--- src/rtl/id_ex_operand_stage.sv ---
// ID/EX pipeline register with EX-side operand forwarding and select.
// Also flags load-use hazards so ID can hold while a bubble goes down.
module id_ex_operand_stage #(
  parameter int DATA_W = 32,
  parameter int REG_AW = 5
) (
  input  logic              clk,
  input  logic              rst_n,
  input  logic              stall,
  input  logic              flush,
  input  logic              id_valid,
  input  logic [3:0]        id_alu_op,
  input  logic [REG_AW-1:0] id_rs_addr,
  input  logic [REG_AW-1:0] id_rt_addr,
  input  logic [DATA_W-1:0] id_rs_data,
  input  logic [DATA_W-1:0] id_rt_data,
  input  logic [DATA_W-1:0] id_imm,
  input  logic [4:0]        id_shamt,
  input  logic              id_use_imm,
  input  logic              id_use_shamt,
  input  logic [REG_AW-1:0] id_rd_addr,
  input  logic              id_reg_write,
  input  logic              id_mem_read,
  input  logic              id_mem_write,
  input  logic              exm_reg_write,
  input  logic [REG_AW-1:0] exm_rd_addr,
  input  logic [DATA_W-1:0] exm_result,
  input  logic              mwb_reg_write,
  input  logic [REG_AW-1:0] mwb_rd_addr,
  input  logic [DATA_W-1:0] mwb_result,
  output logic              ex_valid,
  output logic [3:0]        alu_op,
  output logic [DATA_W-1:0] alu_op_x,
  output logic [DATA_W-1:0] alu_op_y,
  output logic [REG_AW-1:0] ex_rd_addr,
  output logic              ex_reg_write,
  output logic              ex_mem_read,
  output logic              ex_mem_write,
  output logic [DATA_W-1:0] ex_store_data,
  output logic              load_use_stall
);

  typedef struct packed {
    logic              valid;
    logic [3:0]        op;
    logic [REG_AW-1:0] rs_addr;
    logic [REG_AW-1:0] rt_addr;
    logic [DATA_W-1:0] rs_data;
    logic [DATA_W-1:0] rt_data;
    logic [DATA_W-1:0] imm;
    logic [4:0]        shamt;
    logic              use_imm;
    logic              use_shamt;
    logic [REG_AW-1:0] rd_addr;
    logic              reg_write;
    logic              mem_read;
    logic              mem_write;
  } id_ex_t;

  id_ex_t q;
  id_ex_t d_id;

  logic [DATA_W-1:0] fwd_rs;
  logic [DATA_W-1:0] fwd_rt;

  always_comb begin
    d_id           = '0;
    d_id.valid     = id_valid;
    d_id.op        = id_alu_op;
    d_id.rs_addr   = id_rs_addr;
    d_id.rt_addr   = id_rt_addr;
    d_id.rs_data   = id_rs_data;
    d_id.rt_data   = id_rt_data;
    d_id.imm       = id_imm;
    d_id.shamt     = id_shamt;
    d_id.use_imm   = id_use_imm;
    d_id.use_shamt = id_use_shamt;
    d_id.rd_addr   = id_rd_addr;
    d_id.reg_write = id_reg_write & id_valid;
    d_id.mem_read  = id_mem_read & id_valid;
    d_id.mem_write = id_mem_write & id_valid;
  end

  always_ff @(posedge clk or negedge rst_n) begin
    if (!rst_n) begin
      q <= '0;
    end else if (flush) begin
      q <= '0;
    end else if (stall) begin
      q <= q;
    end else if (load_use_stall) begin
      q <= '0;
    end else begin
      q <= d_id;
    end
  end

  // EX/MEM is younger than MEM/WB, so it wins on a double match.
  function automatic logic [DATA_W-1:0] fwd(
    input logic [REG_AW-1:0] addr,
    input logic [DATA_W-1:0] data
  );
    logic [DATA_W-1:0] r;
    r = data;
    unique case (1'b1)
      (addr == '0): r = '0;
      (addr != '0) && exm_reg_write && (exm_rd_addr == addr):
        r = exm_result;
      (addr != '0) && !(exm_reg_write && (exm_rd_addr == addr))
        && mwb_reg_write && (mwb_rd_addr == addr):
        r = mwb_result;
      default: r = data;
    endcase
    return r;
  endfunction

  always_comb begin
    fwd_rs = fwd(q.rs_addr, q.rs_data);
    fwd_rt = fwd(q.rt_addr, q.rt_data);
  end

  always_comb begin
    alu_op_x = fwd_rs;
    alu_op_y = fwd_rt;
    unique case (1'b1)
      q.use_shamt: begin
        alu_op_x = fwd_rt;
        alu_op_y = {{(DATA_W-5){1'b0}}, q.shamt};
      end
      !q.use_shamt && q.use_imm: begin
        alu_op_x = fwd_rs;
        alu_op_y = q.imm;
      end
      default: begin
        alu_op_x = fwd_rs;
        alu_op_y = fwd_rt;
      end
    endcase
  end

  always_comb begin
    ex_valid      = q.valid;
    alu_op        = q.op;
    ex_rd_addr    = q.rd_addr;
    ex_reg_write  = q.reg_write;
    ex_mem_read   = q.mem_read;
    ex_mem_write  = q.mem_write;
    ex_store_data = fwd_rt;
  end

  // Both sources compared even if the ID op ignores one of them.
  always_comb begin
    load_use_stall = q.valid && q.mem_read
      && (q.rd_addr != '0) && id_valid
      && ((q.rd_addr == id_rs_addr)
        || (q.rd_addr == id_rt_addr));
  end

endmodule

--- config.mk ---
export PLATFORM = sky130hd
export DESIGN_NAME = id_ex_operand_stage
export DESIGN_NICKNAME = d
export VERILOG_FILES = /design/src/rtl/id_ex_operand_stage.sv
export SDC_FILE = /design/constraint.sdc
export NUM_CORES = 1
export LEC_CHECK = 0
export BUFFER_PORTS_ARGS = -buffer_cell sky130_fd_sc_hd__buf_2
export CORE_MARGIN = 10
export CORE_UTILIZATION = 25
export CTS_CLUSTER_DIAMETER = 40
export DETAILED_ROUTE_END_ITERATION = 10
export REMOVE_ABC_BUFFERS = 1
export SLEW_MARGIN = 20
export SYNTH_ARGS = -nofsm -noshare
export SYNTH_HDL_FRONTEND = slang
export SYNTH_SLANG_ARGS = --single-unit
--- constraint.sdc ---
create_clock -name clk -period 4.52 [get_ports clk]
set_clock_uncertainty 0.2 [all_clocks]
set_input_delay 0.452 -clock clk [delete_from_list [all_inputs] [get_ports clk]]
set_output_delay 0.452 -clock clk [all_outputs]
set_load 0.02 [all_outputs]
==> impl_summary.md <==
CTS
The quantity of gates resized following cts is 0. In this run the deepest clock path goes through 2 buffers. Counting every sink on the clock net gives between 100 and 150. In this run the clock root is driven by a sky130_fd_sc_hd__clkbuf_16.

For the worst-skew pair, the clock arrives at the later sink with an insertion delay of slightly above 0.4 ns. The deepest level of the CTS H-tree is 4. The TritonCTS clock tree is built. Clock-pin slew was measured on the worst setup and hold paths at approximately 0.07 ns. Counting the buffers created by CTS gives 17. The number of buffers inserted by post-CTS setup repair is 0.

Timing
The number of max-slew violations in the final report is 0. Setup violations remaining at the end of the flow were counted as 0. Counting I/O delays and the setup requirement, the final critical path takes 3.92 ns. The summed negative setup slack over all endpoints is 0 ns. The upper clock frequency limit is ~0.25 GHz. The part of the cycle the worst path needs is between 80 and 90%.

The slack of the critical path is just under 0.6 ns. Setup repair after global routing left no endpoint under its margin. The remaining max-slew budget at the tightest pin is roughly 27%. The transition at the pin with the smallest max-transition slack is 1.09 ns. The total count of hold-check failures in the final report is 0.

Global routing
After global routing the overflow that remains totals 0. The number of antenna violations at the first check in global routing is 4. Entering global routing, the biggest net connects 65 pins.

The via count of the first global-routing pass is 8213. In the global route stage, overall resource usage came out at 17.3%. The first global-routing pass estimated just under 50000 µm of wire.

Synthesis
By area the synthesized netlist is led by sky130_fd_sc_hd__dfrtp_1 43%, sky130_fd_sc_hd__a22o_1 15%, sky130_fd_sc_hd__a32o_1 7.8%, sky130_fd_sc_hd__o2bb2ai_1 5.7%, sky130_fd_sc_hd__nor3_1 4.9%. The synthesized design contains 0 enable-type register cells. Of the synthesized area, sequential elements account for a little over two fifths. The warning count from the yosys run is 0. The average cell area after synthesis is approximately 11 µm². The synthesized netlist contains 32 unique library cells. The netlist area before placement is between 0.007 and 0.008 mm². Counting flops and latches in the post-synthesis netlist gives around 130. The dominant register cell in the synthesized netlist is sky130_fd_sc_hd__dfrtp_1.

After synthesis, the largest area contributor takes up a little over two fifths of total cell area. The largest area contributor in the synthesized netlist is sky130_fd_sc_hd__dfrtp_1. In the synthesized netlist, the number of instances is roughly 700. Of all flip-flops after synthesis, the portion carrying an async set or reset was 100%.

Route
The count of nets left with antenna violations once routing finished came out at 0. The via count normalized by instance count is about 5.5. Across all layers, the routed design uses roughly 7600 vias. The DRC violation total after the first TritonRoute iteration is 474. After detailed routing, the total wire length is roughly 33000 µm. The wire length per cell after detailed routing is between 20 and 25 µm. In the routed design, unresolved DRC markers number 0. The detailed-router iteration count before antenna repair is 4.

Power and ir drop
Power spread over the standard cell area amounts to between 300 and 400 mW/mm². The sequential group share of total power is 33.0%. Cell internal power was estimated by the tool at 0.00242 W.

Summed over all nets, the switching power comes to roughly 0.0013 W. The leakage power is 4.52 nW. The switching fraction of total power is a little over a third. The clock network accounts for a little over a third of the total power. The logic gate share of total power is between 30% and 40%. The design draws 0.00375 W.

The maximum resistive drop on vdd is between 0.15 and 0.2 mV.

Job
The max capacitance violation total is 0.

Cells and area
The layout-stage area growth over the synthesis result is 33.5%. The final core utilization is between 30% and 40%. The post-route netlist has 39.7% of its cells at a drive strength greater than 1. The number of nets at the end of the flow is roughly 1200. The number of fill cells is about 3000.

Critical path
By startpoint and endpoint, the worst setup path is classified as reg2out. The endpoint kind of the worst setup timing path is an output port. The type of origin of the critical path is a register.

The worst setup path startpoint is q[115]. The worst reg2reg path endpoint is q[43]. The master of the slowest instance on the critical path is sky130_fd_sc_hd__o21bai_4. The largest single stage delay on the critical path is a little under 0.9 ns. The endpoint of the most critical setup path is alu_op_x[22]. At the worst endpoint, the required time is between 3 and 4 ns.

Traced cell by cell, the critical path runs through xnor2_1 -> nand4_1 -> o21bai_4 -> buf_4 -> o2bb2ai_1 -> a32o_1 -> buf_2. Across all register-to-register paths, the minimum setup slack is slightly below 2 ns. The worst reg2reg path startpoint is ex_rd_addr[0]. The path depth of the worst reg2reg path is 6.

Along the worst path, the maximum fanout reaches 37. The critical path data arrival time is about 3.3 ns.

Floorplanning
The floorplan has 62 rows. The die is approximately 190 µm tall. During I/O placement, the number of pins put on the boundary was between 300 and 400. The core region is between 0.02 and 0.03 mm². The die is about 190 µm wide. The initial cell density of the core is roughly a quarter. The area enclosed by the die boundary is 0.0367 mm².

Place
After legalization and detailed placement, the total HPWL measured ~23000 µm. The final weighted congestion in routability-driven placement is between 0.8 and 0.9. The count of buffers from port buffering is around 320. Timing analysis after detailed placement gives a worst setup slack of approximately 0.93 ns.

Worst hold path
The path category of the worst min-delay check is in2reg.

Run status
The flow ran to the end, and the final reports show no timing, DRC or antenna violations.
-- cells by family (layout without fill, tap and decap cells) --
| kind of cell | count (synthesis) | in the layout | synth area share (%) |
|---|---|---|---|
| XOR/XNOR | 30 | 30 | 3.57 |
| AO/OA/AOI/OAI | 296 | 296 | 36.5 |
| other | 0 | 3 | 0 |
| flip-flops | 126 | 126 | 42.8 |
| AND/OR/NAND/NOR | 156 | 156 | 11.4 |
| buffers and inverters | 87 | 369 | 5.59 |
-- cell type report --
type	count	area, µm²	area share, %
clock buffers	18	439	4.47
well taps	384	480	4.89
repair buffers	336	1740	17.7
inverters	1	3.75	0.0382
flip-flops and latches	126	3150	32.1
clock inverters	14	134	1.36
diodes	3	7.51	0.0764
multi-input cells	482	3860	39.3
-- per-layer routing --
layer | track usage [%] | vias up | part of all wire [%]
li1 | - | 3343 | -
met1 | 21.9 | 3724 | 42
met2 | 27.4 | 456 | 46
met3 | 6.12 | 35 | 10
met4 | 4.33 | 0 | 1.3
met5 | 0 | - | 0
-- sequential cells by signal, summed over array words and instances, names as in the netlist --
signal        cells
q               113
ex_rd_addr        5
alu_op            4
ex_mem_read       1
ex_mem_write      1
ex_reg_write      1
ex_valid          1
-- cell usage in the layout (no fill, tap or decap), drive strengths merged, types with 3 or more instances in the layout --
cell | netlist | final
dfrtp | 126 | 126
diode | 0 | 3
o2bb2ai | 54 | 54
a22oi | 5 | 5
nor3 | 72 | 72
and2 | 28 | 28
a32o | 57 | 57
a2bb2oi | 10 | 10
xnor2 | 30 | 30
o31a | 27 | 27
a22o | 123 | 123
or3 | 27 | 27
clkbuf | 59 | 18
clkinv | 0 | 6
nand4 | 4 | 4
nand3 | 3 | 3
inv | 1 | 6
o31ai | 10 | 10
o32ai | 5 | 5
nand2 | 6 | 6
nor2 | 11 | 11
buf | 27 | 335
-- power groups by stage --
stage	combinational, W	sequential, W	clock, W
floorplan	0.000684	0.00125	0
global placement	0.00116	0.00126	0
detailed placement	0.00116	0.00126	0
CTS	0.00116	0.00124	0.00141
global route	0.00125	0.00125	0.00146
finish	0.00116	0.00124	0.00135
-- critical path, delay by kind of cell (launching register included) --
kind / cells / cell delay, ns
and+or+nand+nor: 1 / 0.21
xor gates and xnor gates: 1 / 0.19
buffers and inverters: 2 / 0.64
DFF: 1 / 0.44
AOI/OAI and AO/OA: 3 / 1.34
-- synth_stat cells (6+ instances only) --
cell type / number
sky130_fd_sc_hd__a22o_1: 123
sky130_fd_sc_hd__o31ai_1: 10
sky130_fd_sc_hd__a32o_1: 57
sky130_fd_sc_hd__buf_2: 14
sky130_fd_sc_hd__o2bb2ai_2: 6
sky130_fd_sc_hd__buf_4: 9
sky130_fd_sc_hd__or3_1: 27
sky130_fd_sc_hd__nor3_1: 72
sky130_fd_sc_hd__a2bb2oi_1: 10
sky130_fd_sc_hd__o31a_1: 27
sky130_fd_sc_hd__and2_1: 28
sky130_fd_sc_hd__xnor2_1: 30
sky130_fd_sc_hd__nor2_1: 11
sky130_fd_sc_hd__dfrtp_1: 126
sky130_fd_sc_hd__nand2_1: 6
sky130_fd_sc_hd__clkbuf_1: 59
sky130_fd_sc_hd__o2bb2ai_1: 48
-- stage by stage --
| step | cells | hold WS (ns) | area (µm²) |
|---|---|---|---|
| floorplan | 609 | -0.0436 | 6950 |
| global placement | 1328 | 0.274 | 9240 |
| detailed placement | 1328 | 0.286 | 9240 |
| CTS | 1361 | 0.0190 | 9820 |
| global route | 1362 | 0.0203 | 9820 |
| finish | 1364 | 0.0472 | 9830 |
-- repair_timing --
| item | 4_1_cts | 5_1_grt |
|---|---|---|
| hold buffers | 1 | 0 |
| hold endpoints to repair | 62 | 0 |
| endpoints found under the setup margin | 0 | 0 |
-- worst min path at each step --
| stage | start | to | slack [ns] | cells past startpoint |
|---|---|---|---|---|
| floorplan | rst_n | alu_op[0] | -0.04 | 0 |
| global placement | ex_mem_write | ex_mem_write | 0.27 | 1 |
| detailed placement | q[75] | q[75] | 0.29 | 1 |
| CTS | id_rs_data[18] | q[97] | 0.02 | 2 |
| global route | id_imm[26] | q[41] | 0.02 | 2 |
| finish | id_rs_data[18] | q[97] | 0.05 | 2 |
Power figures use the tool's default switching activity.
